### src/rtl/iso15693_tx_encoder.sv
// ISO15693 reader-to-tag 1-of-4 transmit encoder: SOF, byte stream via a one-entry
// holding buffer, EOF. mod drives the HF stage (1 = carrier off).
module iso15693_tx_encoder (
   input  logic       ck_1356meg,
   input  logic       rst_n,
   input  logic [7:0] tx_data,
   input  logic       tx_valid,
   input  logic       tx_last,
   output logic       tx_ready,
   output logic       mod,
   output logic       busy,
   output logic       frame_done,
   output logic       underrun
);

   typedef enum logic [1:0] {StIdle, StSof, StData, StEof} state_t;

   state_t     st_q, st_d;
   logic [6:0] cyc_q, cyc_d;
   logic [2:0] slot_q, slot_d;
   logic [1:0] pair_q, pair_d;
   logic [7:0] shift_q, shift_d;
   logic       cur_last_q, cur_last_d;
   logic [7:0] buf_q, buf_d;
   logic       buf_last_q, buf_last_d;
   logic       buf_full_q, buf_full_d;
   logic       last_seen_q, last_seen_d;
   logic       ready_en_q;
   logic       mod_q, mod_d;
   logic       frame_done_q, frame_done_d;
   logic       underrun_q, underrun_d;
   logic       acc, cyc_end, byte_end, xfer;

   assign cyc_end  = (cyc_q == 7'd127);
   assign byte_end = (st_q == StData) && (pair_q == 2'd3) && (slot_q == 3'd7) && cyc_end;
   // The buffer frees up on the transfer edge itself, so a byte can be taken then too.
   assign xfer     = byte_end && !cur_last_q && buf_full_q;
   assign tx_ready = ready_en_q && !last_seen_q &&
                     ((st_q == StIdle) ||
                      (((st_q == StSof) || (st_q == StData)) && (!buf_full_q || xfer)));
   assign acc        = tx_valid && tx_ready;
   assign mod        = mod_q;
   assign busy       = (st_q != StIdle);
   assign frame_done = frame_done_q;
   assign underrun   = underrun_q;

   always_comb begin
      st_d         = st_q;
      cyc_d        = cyc_q;
      slot_d       = slot_q;
      pair_d       = pair_q;
      shift_d      = shift_q;
      cur_last_d   = cur_last_q;
      buf_d        = buf_q;
      buf_last_d   = buf_last_q;
      buf_full_d   = buf_full_q;
      last_seen_d  = last_seen_q;
      underrun_d   = 1'b0;
      mod_d        = 1'b0;
      frame_done_d = 1'b0;

      if (st_q != StIdle) begin
         cyc_d = cyc_q + 7'd1;
      end
      if (acc && (st_q != StIdle)) begin
         buf_d       = tx_data;
         buf_last_d  = tx_last;
         buf_full_d  = 1'b1;
         last_seen_d = last_seen_q | tx_last;
      end

      case (st_q)
         StIdle: begin
            if (acc) begin
               st_d        = StSof;
               cyc_d       = 7'd0;
               slot_d      = 3'd0;
               pair_d      = 2'd0;
               shift_d     = tx_data;
               cur_last_d  = tx_last;
               last_seen_d = tx_last;
            end
         end
         StSof: begin
            if (cyc_end) begin
               slot_d = slot_q + 3'd1;
               if (slot_q == 3'd7) st_d = StData;
            end
         end
         StData: begin
            if (cyc_end) begin
               slot_d = slot_q + 3'd1;
               if (slot_q == 3'd7) begin
                  pair_d  = pair_q + 2'd1;
                  shift_d = {2'b00, shift_q[7:2]};
                  if (pair_q == 2'd3) begin
                     if (cur_last_q) begin
                        st_d = StEof;
                     end else if (buf_full_q) begin
                        shift_d    = buf_q;
                        cur_last_d = buf_last_q;
                        buf_full_d = acc;
                     end else if (acc) begin
                        shift_d    = tx_data;
                        cur_last_d = tx_last;
                        buf_full_d = 1'b0;
                     end else begin
                        st_d       = StEof;
                        underrun_d = 1'b1;
                     end
                  end
               end
            end
         end
         StEof: begin
            if (cyc_end) begin
               if (slot_q == 3'd3) begin
                  st_d        = StIdle;
                  cyc_d       = 7'd0;
                  slot_d      = 3'd0;
                  pair_d      = 2'd0;
                  last_seen_d = 1'b0;
               end else begin
                  slot_d = slot_q + 3'd1;
               end
            end
         end
         default: st_d = StIdle;
      endcase

      // mod is registered from the next-cycle position so it only moves on slot edges.
      case (st_d)
         StSof:   mod_d = (slot_d == 3'd0) || (slot_d == 3'd5);
         StData:  mod_d = (slot_d == {shift_d[1:0], 1'b1});
         StEof:   mod_d = (slot_d == 3'd2);
         default: mod_d = 1'b0;
      endcase
      frame_done_d = (st_d == StEof) && (slot_d == 3'd3) && (cyc_d == 7'd127);
   end

   always_ff @(posedge ck_1356meg or negedge rst_n) begin
      if (!rst_n) begin
         st_q         <= StIdle;
         cyc_q        <= 7'd0;
         slot_q       <= 3'd0;
         pair_q       <= 2'd0;
         shift_q      <= 8'd0;
         cur_last_q   <= 1'b0;
         buf_q        <= 8'd0;
         buf_last_q   <= 1'b0;
         buf_full_q   <= 1'b0;
         last_seen_q  <= 1'b0;
         ready_en_q   <= 1'b0;
         mod_q        <= 1'b0;
         frame_done_q <= 1'b0;
         underrun_q   <= 1'b0;
      end else begin
         st_q         <= st_d;
         cyc_q        <= cyc_d;
         slot_q       <= slot_d;
         pair_q       <= pair_d;
         shift_q      <= shift_d;
         cur_last_q   <= cur_last_d;
         buf_q        <= buf_d;
         buf_last_q   <= buf_last_d;
         buf_full_q   <= buf_full_d;
         last_seen_q  <= last_seen_d;
         ready_en_q   <= 1'b1;
         mod_q        <= mod_d;
         frame_done_q <= frame_done_d;
         underrun_q   <= underrun_d;
      end
   end

endmodule

### config.mk
export PLATFORM = sky130hd
export DESIGN_NAME = iso15693_tx_encoder
export DESIGN_NICKNAME = d
export VERILOG_FILES = /design/src/rtl/iso15693_tx_encoder.sv
export SDC_FILE = /design/constraint.sdc
export NUM_CORES = 1
export LEC_CHECK = 0
export ABC_AREA = 1
export CAP_MARGIN = 30
export CORE_ASPECT_RATIO = 0.6
export CORE_MARGIN = 3
export CORE_UTILIZATION = 50
export CTS_CLUSTER_SIZE = 12
export DETAILED_ROUTE_END_ITERATION = 6
export HOLD_SLACK_MARGIN = 0.12
export PLACE_DENSITY = 0.71
export SKIP_LAST_GASP = 1
export SYNTH_ARGS = -nofsm -noshare
export SYNTH_HDL_FRONTEND = slang
export SYNTH_SLANG_ARGS = --single-unit
### constraint.sdc
create_clock -name ck_1356meg -period 3.7 [get_ports ck_1356meg]
set_input_delay 0.74 -clock ck_1356meg [delete_from_list [all_inputs] [get_ports ck_1356meg]]
set_output_delay 0.74 -clock ck_1356meg [all_outputs]
set_load 0.05 [all_outputs]
After elaboration in Yosys (flattened, before gate mapping)
Cells that the tools add are included.
{ "word_totals": {"memories": 0, "word_cells": 133, "ram_bits": 0, "rom_bits": 0, "reg_bits": 38, "latchBits": 0} }
{ "op_classes": {"mux": 65, "reduce_logical": 28, "n_eq_ne": 21, "bitwise_logic": 1, "addsub": 3, "order_cmp": 0, "shifts": 0, "n_div": 0, "n_mul": 0} }
{ "op_table": {"columns": ["op", "n"], "rows": [
  ["2-to-1 mux 8 bit", 7],
  ["2-to-1 mux 2 bit", 16],
  ["2-to-1 mux 7 bit", 4],
  ["2-to-1 mux 1 bit", 26],
  ["case mux 8 bit (2 select lines)", 1],
  ["== test 7 bit (second input constant)", 2],
  ["case mux 7 bit (2 select lines)", 1],
  ["logical AND 1 bit", 12],
  ["2-to-1 mux 3 bit", 4],
  ["== test 2 bit (second input constant)", 5],
  ["!= test 2 bit (second input constant)", 5],
  ["== test 3 x 2 -> 1 bit (second input constant)", 3],
  ["case mux 3 bit (3 select lines)", 1],
  ["case mux 2 bit (4 select lines)", 1],
  ["adder 7 x 1 -> 7 bit (second input constant)", 1],
  ["== test 3 bit (second input constant)", 2],
  ["case mux 2 bit (3 select lines)", 1],
  ["AND reduction 6 bit", 1],
  ["AND reduction 5 bit", 1],
  ["== test 2 x 1 -> 1 bit (second input constant)", 2],
  ["logical OR 1 bit", 4],
  ["case mux 1 bit (2 select lines)", 2],
  ["AND reduction 4 bit", 1],
  ["nonzero test 2 bit", 2],
  ["other kinds (11)", 13]
]} }

Logic depth before layout (Yosys ltp)
Gate-level depths: netlist of run 1.
{ "depth": {"depth_word": 21, "ltp_mapped": 22} }

Worst setup path after synthesis of run 1
Ideal clock, no wire load.
{ "synth_path": {"path_kind": "register -> register", "start": "reg slot_q[0]", "end": "reg mod_q, in the netlist mod", "arrival_time_ps": 2742, "path_stages_with_launch": 19, "setup_time_ps": 67, "path_buffers": 0, "synth_period_minus_slack_ps": 2808, "t_required_ps": 3633, "setup_slack_ps": 892, "path_cell_list": "dfrtp_1 -> ha_1 -> ha_1 -> nand2_1 -> nor2_1 -> nand2_2 -> nand2_2 -> nand2_2 -> a21oi_1 -> nand4_1 -> nand3_1 -> nand2_1 -> nand2_1 -> nand3_1 -> nand2_1 -> nand3_1 -> nor2_1 -> nand2_1 -> nand2_1"} }
{ "synth_between": {"elab_chain_len": 19} }
{ "synth_rtl": {"columns": ["item", "line", "source"], "rows": [
  ["start: declaration", "20", "logic [2:0] slot_q, slot_d;"],
  ["start signal: assignment", "160", "slot_q <= slot_d;"],
  ["== test 3 bit *", "35", "assign byte_end = (st_q == StData) && (pair_q == 2'd3) && (slot_q == 3'd7) && cyc_end;"],
  ["logical AND 1 bit * (2 in a row)", "35", null],
  ["logical AND 1 bit * (2 in a row)", "37", "assign xfer = byte_end && !cur_last_q && buf_full_q;"],
  ["logical OR 1 bit *", "40", "(((st_q == StSof) || (st_q == StData)) && (!buf_full_q || xfer)));"],
  ["logical AND 1 bit *", "40", null],
  ["logical OR 1 bit *", "39", "((st_q == StIdle) ||"],
  ["logical AND 1 bit *", "38", "assign tx_ready = ready_en_q && !last_seen_q &&"],
  ["named net tx_ready", "9", "output logic tx_ready,"],
  ["[3 not listed]", null, null],
  ["2-to-1 mux 2 bit or 2-to-1 mux 8 bit (tied branches)", "97", "if (cur_last_q) begin"],
  ["2-to-1 mux 2 bit or 2-to-1 mux 8 bit (tied branches)", "96", "if (pair_q == 2'd3) begin"],
  ["2-to-1 mux 2 bit or 2-to-1 mux 8 bit (tied branches)", "93", "if (slot_q == 3'd7) begin"],
  ["2-to-1 mux 2 bit or 2-to-1 mux 8 bit (tied branches)", "91", "if (cyc_end) begin"],
  ["case mux 2 bit (4 select lines) or case mux 8 bit (2 select lines) (tied branches)", "72", "case (st_q)"],
  ["== test 2 bit (tied with other cells)", "132", "case (st_d)"],
  ["case mux 1 bit (3 select lines) *", "132", null],
  ["named net mod_d", "29", "logic mod_q, mod_d;"],
  ["end signal: assignment", "169", "mod_q <= mod_d;"],
  ["end: declaration", "29", null]
]} }
Mark *: on every way through the listed nets, which the timed path passes. The rest lies on a longest branch. The select of a mux whose other input is x is not followed.
A chain may end at the register's enable or synchronous reset.

Worst setup path after layout of run 1
{ "layout_path": {"start": "reg st_q[0]", "end": "out tx_ready"} }
{ "layout_between": {"elab_chain_len": 10} }
{ "layout_rtl": {"columns": ["item", "line", "source"], "rows": [
  ["start: declaration", "18", "state_t st_q, st_d;"],
  ["start signal: assignment", "143", "st_q <= StIdle;"],
  ["start signal: assignment", "158", "st_q <= st_d;"],
  ["== test 2 bit", "35, 40", null],
  ["logical AND 1 bit (3 in a row)", "35", null],
  ["logical AND 1 bit (2 in a row)", "37", null],
  ["logical OR 1 bit", "40", null],
  ["logical AND 1 bit", "40", null],
  ["logical OR 1 bit *", "39", null],
  ["logical AND 1 bit *", "38", null],
  ["end: declaration", "9", null]
]} }
Every way passes the cells marked *; elsewhere a longest branch is shown, timed or not.

==> impl_metrics.env, run 1 <==
export IMPL_run_status="completed"
export IMPL_grt_max_degree=39
export IMPL_dp_cells=398
export IMPL_die_area_um2=5750
export IMPL_drv_cap=0
export IMPL_yosysMostFrequentCell="nand2_1"
export IMPL_start_util_pct=55.5
export IMPL_rr_startpoint="slot_q[0]$_DFF_PN0_"
export IMPL_fill_cells=407
export IMPL_ys_types=37
export IMPL_synth_seq_cells=38
export IMPL_drc_errors=0
export IMPL_vias=2199
export IMPL_timing_hold_worst_path_depth=2
export IMPL_report_final_slew_viol_count=0
export IMPL_path_class="register to output port"
export IMPL_numPortBuffers=16
export IMPL_synth_largest_area_cell="dfrtp_1"
export IMPL_endpoint_kind="output port"
export IMPL_areaGrowthSynthToFinish_pct=13.1
export IMPL_stdcell_count=406
export IMPL_cts_setup_buffers=0
export IMPL_synth_top_area_share_pct=39.2
export IMPL_whs_endpoint="buf_q[4]$_DFFE_PN0P_"
export IMPL_io_pin_count=17
export IMPL_synthFlopType="dfrtp_1"
export IMPL_required_ns=2.96
export IMPL_tightest_slew_ns=0.862
export IMPL_fin_area_um2=2740
export IMPL_finalSetupTns_ns=0
export IMPL_overflow=0
export IMPL_p_leak_nw=1.38
export IMPL_vias_per_cell=5.42
export IMPL_startpoint_type="register"
export IMPL_cts_resized=0
export IMPL_hold_start="buf_q[4]$_DFFE_PN0P_"
export IMPL_clock_path_buffers=2
export IMPL_grt_use_total_pct=22.2
export IMPL_synth_warnings=0
export IMPL_die_w_um=95.9
export IMPL_diodes=0
export IMPL_cts_buffers=5
export IMPL_cts_tree="built"
export IMPL_clock_sinks=38
export IMPL_dp_hpwl_mm=4.35
export IMPL_worst_ep_arrival_time_ns=2.37
export IMPL_antenna_found_initial=0
export IMPL_synth_edff_count=0
export IMPL_syn_cell_area_um2=2420
export IMPL_nets=367
export IMPL_first_pass_iters=5
export IMPL_core_area_um2=4370
export IMPL_syn_avg_cell_area_um2=7.44
export IMPL_relSlewSlack_pct=42.5
export IMPL_wl_per_cell_um=14.2
export IMPL_fmax_mhz=322
export IMPL_htreeDepth=2
export IMPL_total_power_mw=0.745
export IMPL_gp_congestion=0.910
export IMPL_r2r_cells=15
export IMPL_ant_nets=0
export IMPL_grt_pass1_vias=1904
export IMPL_cp_max_fo=8
export IMPL_synth_nets=348
export IMPL_cts_root_buf="clkbuf_8"
export IMPL_wl_mm=5.76
export IMPL_finalHoldViolations=0
export IMPL_hold_class="register to register"
export IMPL_register_area_um2=951
export IMPL_post_route_min_period_ns=3.11
export IMPL_rr_endpoint="mod$_DFF_PN0_"
export IMPL_rrSetupSlack_ns=0.84
export IMPL_p_per_area_nw_per_um2=272
export IMPL_hold_buffers=0
export IMPL_ir_drop_mv=0.153
export IMPL_rsz0062_at_grt="false"
export IMPL_grt_pass1_wl_mm=9.54
export IMPL_syn_inst=326
export IMPL_rows=18
export IMPL_clk_pin_slew_worst_paths_ns=0.08
export IMPL_drt_iter0_markers=176
export IMPL_synth_area_leaders="dfrtp_1 (39%), nand2_1 (11%), inv_1 (8.4%)"
export IMPL_finalSetupViolCount=0
export IMPL_layout_drive_gt1_share_pct=8.96
export IMPL_worstSkewPairLatency_ns=0.30
export IMPL_synth_commonest_cells="nand2_1 (71), inv_1 (54), dfrtp_1 (38)"
export IMPL_finClkSkew_ns=0.0131
export IMPL_finalCritPeriodShare_pct=84.0
export IMPL_die_y_um=59.9
export IMPL_synth_async_reset_ratio_pct=100
export IMPL_ys_seq_area_share_pct=39.2
export IMPL_multiInputGateArea_um2=1230
export IMPL_placed_cell_area_um2=2650
-- routing by layer --
layer / GRT usage (%) / routed length, µm
met1: 38.1 / 3240
met2: 27.1 / 2050
met3: 4.53 / 431
met4: 4.86 / 42
met5: 0 / 0
-- worst max-delay path, cell delays in order, from the launching register on --
cell	delay [ns]
dfrtp_1	0.42
inv_1	0.10
ha_1	0.33
nand2_1	0.09
nor2_1	0.16
nand2_2	0.11
nand2_2	0.08
nand2_2	0.07
a21oi_1	0.25
dlymetal6s2s_1	0.47
-- state kept, by name (all words and copies together), names as in the netlist --
signal,count
pair_q,2
ready_en_q,1
cur_last_q,1
frame_done,1
underrun,1
cyc_q,7
slot_q,3
last_seen_q,1
shift_q,8
st_q,2
buf_q,8
buf_last_q,1
buf_full_q,1
mod,1
-- where the power goes --
group / internal [mW] / total, mW / switching, mW
registers: 0.415 / 0.416 / 0.000127
logic: 0.0104 / 0.0250 / 0.0147
clock network: 0.151 / 0.304 / 0.154
total: 0.576 / 0.745 / 0.169
-- worst max-delay path by stage --
stage / start / to / slack, ns / depth (start not counted)
after floorplan: slot_q[0]$_DFF_PN0_ / mod$_DFF_PN0_ / 0.89 / 18
after global placement: st_q[0]$_DFF_PN0_ / tx_ready / 0.61 / 9
after detailed placement: st_q[0]$_DFF_PN0_ / tx_ready / 0.54 / 9
after CTS: st_q[0]$_DFF_PN0_ / tx_ready / 0.20 / 9
after global routing: st_q[0]$_DFF_PN0_ / tx_ready / 0.40 / 9
final: st_q[0]$_DFF_PN0_ / tx_ready / 0.59 / 9
-- area by class of cell --
cell class / instances / share of cell area, %
Sequential cell: 38 / 34.7
Inverter: 56 / 7.71
Clock buffer: 7 / 3.15
Timing Repair Buffer: 19 / 6.57
Tap cell: 60 / 2.74
Multi-Input combinational cell: 225 / 45.0
Clock inverter: 1 / 0.183
-- cells by family (layout without fill, tap and decap cells) --
family | count (synthesis) | after routing | synth area share (%)
AO/OA/AOI/OAI | 74 | 74 | 18.1
adder cells (fa/ha/maj) | 10 | 10 | 5.16
AND/OR/NAND/NOR | 136 | 136 | 26.0
flip-flops | 38 | 38 | 39.2
XOR/XNOR | 4 | 4 | 1.45
other | 1 | 1 | 0.155
buffers and inverters | 63 | 83 | 9.96
-- through the flow --
step | setup slack (ns) | utilization [%] | hold slack [ns]
final | 0.593 | 62.7 | 0.494
after global routing | 0.397 | 62.7 | 0.517
after CTS | 0.197 | 62.7 | 0.493
after detailed placement | 0.535 | 60.6 | 0.474
after global placement | 0.609 | 60.6 | 0.471
after floorplan | 0.892 | - | 0.444
-- placed cells by master, fill, tap and decap left out, types with 2 or more instances in the layout --
master	count
nand2_2	6
nor2_1	26
xnor2_1	3
a21oi_1	18
o21ai_1	4
dfrtp_1	38
buf_4	3
nor3_1	2
a22oi_1	5
nand3_2	2
ha_1	10
a31oi_1	4
clkbuf_8	6
nand3_1	18
nand4_1	3
o211ai_1	4
clkinv_2	2
clkdlybuf4s50_1	14
o21ai_0	32
a21oi_2	2
nand2_1	71
inv_1	54
No activity file was read; power rests on OpenSTA's default activity.
==> run 2, diff against run 1 <==
- clock period: 3.7 -> 3 ns (I/O delays scaled with it)
==> run 2 against run 1 <==
  * Global-route usage is 0.079 points higher
  * Final area is 0.55% higher
  * Combinational power is 27% higher
  * Largest power group unchanged
  * Critical path type unchanged
==> impl_metrics.env, run 2 (synthesis gave the netlist of run 1 again) <==
export IMPL_finalCritPeriodShare_pct=93.5
export IMPL_ir_drop_mv=0.248
export IMPL_startpoint_type="register"
export IMPL_fmax_mhz=356
export IMPL_nets=368
export IMPL_clk_pin_slew_worst_paths_ns=0.08
export IMPL_cts_buffers=5
export IMPL_run_status="completed"
export IMPL_overflow=0
export IMPL_drc_errors=0
export IMPL_layout_common_cells="nand2_1 (71), inv_1 (54), dfrtp_1 (38)"
export IMPL_switchingPower_mw=0.204
export IMPL_die_y_um=59.9
export IMPL_layout_commonest_cell="nand2_1"
export IMPL_dp_cells=399
export IMPL_drv_cap=0
export IMPL_finalHoldViolations=0
export IMPL_endpoint_kind="output port"
export IMPL_path_delay_family="simple AND/OR/NAND/NOR gates"
export IMPL_crit_chain="inv_1 > ha_1 > nand2_1 > nor2_1 > nand2_2 > nand2_2 > nand2_2 > a21oi_1 > buf_12"
export IMPL_fin_util_pct=63.1
export IMPL_worstSkewPairLatency_ns=0.30
export IMPL_p_leak_nw=1.37
export IMPL_grt_use_total_pct=22.3
export IMPL_max_stage_delay_ns=0.42
export IMPL_fin_area_um2=2760
export IMPL_relSlewSlack_pct=42.8
export IMPL_required_ns=2.40
export IMPL_hold_buffers=0
export IMPL_grt_max_degree=39
export IMPL_cts_resized=0
export IMPL_stdcell_count=407
export IMPL_register_area_um2=951
export IMPL_finClkSkew_ns=0.0105
export IMPL_total_power_mw=0.915
export IMPL_p_int_mw=0.711
export IMPL_seqPwrFrac_pct=56.0
export IMPL_rows=18
export IMPL_cts_setup_buffers=0
export IMPL_finalSetupTns_ns=0
export IMPL_worst_ep_arrival_time_ns=2.21
export IMPL_whs_ns=0.400
export IMPL_finalWorstSetupSlack_ns=0.194
export IMPL_drt_iter0_markers=188
export IMPL_diodes=0
export IMPL_clock_sinks=38
export IMPL_layout_drive_gt1_share_pct=9.51
export IMPL_rr_endpoint="mod$_DFF_PN0_"
export IMPL_cts_tree="built"
export IMPL_rr_startpoint="slot_q[0]$_DFF_PN0_"
export IMPL_io_pin_count=17
export IMPL_swShare_pct=22.3
export IMPL_reg_top3="buf_q x8, shift_q x8, cyc_q x7"
export IMPL_antenna_found_initial=0
export IMPL_p_clk_share_pct=40.5
export IMPL_multiInputGateArea_um2=1230
export IMPL_crit_top_cell="nand2_2"
export IMPL_first_pass_iters=5
export IMPL_start_util_pct=55.5
export IMPL_fill_cells=408
export IMPL_wl_per_cell_um=14.1
export IMPL_numPortBuffers=16
export IMPL_report_final_slew_viol_count=0
export IMPL_grt_pass1_wl_mm=9.58
export IMPL_finalSetupViolCount=0
export IMPL_p_comb_share_pct=3.5
export IMPL_htreeDepth=2
export IMPL_placed_cell_area_um2=2670
export IMPL_die_w_um=95.9
export IMPL_core_area_um2=4370
export IMPL_ant_nets=0
export IMPL_rsz0062_at_grt="false"
export IMPL_wl_mm=5.76
export IMPL_tightest_slew_ns=0.858
export IMPL_die_area_um2=5750
export IMPL_p_per_area_nw_per_um2=332
export IMPL_crit_path_top_delay_cell="dfrtp_1"
export IMPL_path_buf_inv=2
export IMPL_gp_congestion=0.930
export IMPL_grt_pass1_vias=1951
export IMPL_preCtsSetupSlack_ns=0.308
export IMPL_r2r_cells=19
export IMPL_dp_hpwl_mm=4.39
export IMPL_post_route_min_period_ns=2.81
export IMPL_vias=2168
export IMPL_path_class="register to output port"
export IMPL_areaGrowthSynthToFinish_pct=13.7
export IMPL_hold_class="primary input to asynchronous set/reset pin"
export IMPL_vias_per_cell=5.33
export IMPL_cp_max_fo=8
export IMPL_clock_path_buffers=2
export IMPL_cts_root_buf="clkbuf_8"
export IMPL_rrSetupSlack_ns=0.22
run 2: cell count changes in the layout (fill, tap and decap cells not counted), sizes merged:
cell	before	now
buf	4	6
dlymetal6s2s	1	0
run 2: worst register-to-register path: stages (launching register included):
cell	delay, ns
dfrtp_1	0.41
ha_1	0.25
ha_1	0.22
nand2_1	0.10
nor2_1	0.07
nand2_2	0.10
nand2_2	0.06
nand2_2	0.08
nand2_2	0.06
nand3_4	0.20
nand2_4	0.11
o21ai_1	0.42
inv_1	0.12
nand3_1	0.10
nand2_1	0.06
inv_1	0.06
nand3_1	0.08
nor2_1	0.11
nand2_1	0.06
nand2_1	0.06
run 2: power groups by stage:
stage,logic (mW),clock network (mW),registers [mW]
6_report,0.0318,0.370,0.513
5_1_grt,0.0352,0.405,0.513
4_1_cts,0.0324,0.381,0.513
3_5_place_dp,0.0321,0,0.523
3_3_place_gp,0.0322,0,0.523
2_1_floorplan,0.00327,0,0.523
run 2: cell type report:
cell class              count  share of cell area, %
flip-flops and latches     38                   34.5
clock buffers               7                   3.13
repair buffers             20                   7.08
well taps                  60                   2.72
multi-input cells         225                   44.7
clock inverters             1                  0.182
inverters                  56                   7.67
run 2: worst max-delay path by stage:
stage,endpoint,startpoint,slack (ns),depth (start not counted)
2_1_floorplan,mod$_DFF_PN0_,slot_q[0]$_DFF_PN0_,0.19,18
3_3_place_gp,mod$_DFF_PN0_,st_q[0]$_DFF_PN0_,0.42,21
3_5_place_dp,mod$_DFF_PN0_,slot_q[0]$_DFF_PN0_,0.31,19
4_1_cts,tx_ready,st_q[0]$_DFF_PN0_,0.24,9
5_1_grt,mod$_DFF_PN0_,slot_q[0]$_DFF_PN0_,0.009,19
6_report,tx_ready,st_q[0]$_DFF_PN0_,0.19,9
run 2: metal layers:
layer	global-route usage, %	vias to the layer above	share of wire (%)
met1	37.5	981	56
met5	0	-	0
met2	27.5	85	34
met4	5.47	0	0.73
met3	4.78	7	9.3
li1	-	1095	-
==> run 3, diff against run 2 <==
- GPL_TIMING_DRIVEN: not set -> 0
==> run 3 against run 2 <==
  * Sequential cell count unchanged
  * First-iteration DRC count down 11%
  * Die area is the same
  * Global-route usage rose by 1.4 points
  * Cell count up 0.74%
  * Combinational power down 1%
  * Largest power group unchanged
==> impl_metrics.env, run 3 (synthesis gave the netlist of run 1 again) <==
export IMPL_crit_top_cell="nand2_2"
export IMPL_relSlewSlack_pct=41.8
export IMPL_diodes=0
export IMPL_p_comb_share_pct=3.4
export IMPL_die_area_um2=5750
export IMPL_grt_pass1_wl_mm=10.2
export IMPL_layout_common_cells="nand2_1 (71), inv_1 (53), dfrtp_1 (38)"
export IMPL_path_class="register to output port"
export IMPL_areaGrowthSynthToFinish_pct=13.5
export IMPL_numPortBuffers=16
export IMPL_fin_area_um2=2750
export IMPL_crit_chain="ha_1 > ha_1 > nand2_1 > nor2_1 > nand2_2 > nand2_2 > nand2_2 > a21oi_2 > clkbuf_4"
export IMPL_htreeDepth=2
export IMPL_finClkSkew_ns=0.00399
export IMPL_placed_cell_area_um2=2660
export IMPL_die_y_um=59.9
export IMPL_first_pass_iters=6
export IMPL_finalCritPeriodShare_pct=93.7
export IMPL_cts_setup_buffers=0
export IMPL_drt_iter0_markers=168
export IMPL_ir_drop_mv=0.210
export IMPL_clock_path_buffers=2
export IMPL_cts_buffers=5
export IMPL_layout_commonest_cell="nand2_1"
export IMPL_rows=18
export IMPL_start_util_pct=55.5
export IMPL_drv_cap=0
export IMPL_dp_hpwl_mm=4.55
export IMPL_fmax_mhz=356
export IMPL_cts_root_buf="clkbuf_8"
export IMPL_required_ns=2.40
export IMPL_core_area_um2=4370
export IMPL_layout_drive_gt1_share_pct=10.0
export IMPL_hold_class="primary input to asynchronous set/reset pin"
export IMPL_clock_sinks=38
export IMPL_grt_max_degree=39
export IMPL_swShare_pct=22.4
export IMPL_ant_nets=0
export IMPL_wl_per_cell_um=14.6
export IMPL_switchingPower_mw=0.205
export IMPL_tightest_slew_ns=0.873
export IMPL_finalSetupViolCount=0
export IMPL_io_pin_count=17
export IMPL_report_final_slew_viol_count=0
export IMPL_cts_tree="built"
export IMPL_overflow=0
export IMPL_p_leak_nw=1.36
export IMPL_grt_use_total_pct=23.7
export IMPL_max_stage_delay_ns=0.42
export IMPL_nets=371
export IMPL_worst_ep_arrival_time_ns=2.21
export IMPL_worstSkewPairLatency_ns=0.29
export IMPL_run_status="completed"
export IMPL_antenna_found_initial=0
export IMPL_crit_path_top_delay_cell="dfrtp_1"
export IMPL_vias_per_cell=5.43
export IMPL_gp_congestion=0.878
export IMPL_p_per_area_nw_per_um2=333
export IMPL_post_route_min_period_ns=2.81
export IMPL_p_clk_share_pct=40.6
export IMPL_reg_top3="buf_q x8, shift_q x8, cyc_q x7"
export IMPL_startpoint_type="register"
export IMPL_fill_cells=403
export IMPL_p_int_mw=0.711
export IMPL_grt_pass1_vias=2036
export IMPL_wl_mm=5.99
export IMPL_seqPwrFrac_pct=56.0
export IMPL_path_delay_family="simple AND/OR/NAND/NOR gates"
export IMPL_vias=2228
export IMPL_drc_errors=0
export IMPL_clk_pin_slew_worst_paths_ns=0.08
export IMPL_finalHoldViolations=0
export IMPL_endpoint_kind="output port"
export IMPL_total_power_mw=0.915
export IMPL_die_w_um=95.9
export IMPL_path_buf_inv=1
export IMPL_rsz0062_at_grt="true"
export IMPL_cp_max_fo=4
==> run 3: routing by layer <==
layer | GRT usage (%) | vias to the layer above | share of wire [%] | wire (µm)
met4 | 5.06 | 0 | 0.95 | 57
met1 | 39.0 | 1012 | 54 | 3230
met2 | 29.3 | 112 | 35 | 2110
li1 | - | 1097 | - | -
met5 | 0 | - | 0 | 0
met3 | 7.17 | 7 | 9.9 | 594
==> run 3: timing repair <==
item                       in CTS  in global routing
setup endpoints to repair       1                 11
hold buffers                    0                  0
gates resized for setup         5                  7
==> run 3: path summary, 6_finish.rpt <==
path / slack [ns] / startpoint / depth (start not counted) / to
min in group ck_1356meg: 0.49 / buf_q[4]$_DFFE_PN0P_ / 2 / buf_q[4]$_DFFE_PN0P_
worst min-delay path: 0.42 / rst_n / 1 / buf_q[2]$_DFFE_PN0P_
worst max-delay path: 0.19 / slot_q[0]$_DFF_PN0_ / 9 / tx_ready
worst min register to register: 0.49 / buf_q[4]$_DFFE_PN0P_ / 2 / buf_q[4]$_DFFE_PN0P_
max in group asynchronous: 2.03 / rst_n / 1 / cyc_q[4]$_DFF_PN0_
worst max register to register: 0.22 / slot_q[0]$_DFF_PN0_ / 15 / buf_q[5]$_DFFE_PN0P_
==> run 3: power groups by stage <==
| stage | combinational (mW) | sequential [mW] | clock, mW |
|---|---|---|---|
| final | 0.0314 | 0.513 | 0.371 |
| after global routing | 0.0353 | 0.513 | 0.400 |
| after CTS | 0.0318 | 0.513 | 0.378 |
| after detailed placement | 0.0316 | 0.523 | 0 |
| after global placement | 0.0324 | 0.523 | 0 |
| after floorplan | 0.00327 | 0.523 | 0 |
==> run 3: final cells by class <==
class,count,area [µm²],area share (%)
buffer,7,31.3,1.14
clock buffer,7,86.3,3.14
clock inverter,1,5.00,0.182
inverter,56,211,7.69
multi-input combinational,225,1240,44.9
sequential,38,951,34.6
tap,60,75.1,2.73
timing repair buffer,16,155,5.64
==> run 3: per-stage QoR <==
step	utilization (%)	setup TNS, ns	worst slack, ns	hold slack, ns	cells
finish	63.0	0	0.189	0.419	410
global route	63.0	-0.0104	-0.0104	0.492	410
CTS	62.7	0	0.0351	0.446	410
detailed placement	60.8	-0.130	-0.130	0.473	402
global placement	60.9	-0.0761	-0.0761	0.469	402
floorplan	-	0	0.192	0.304	326
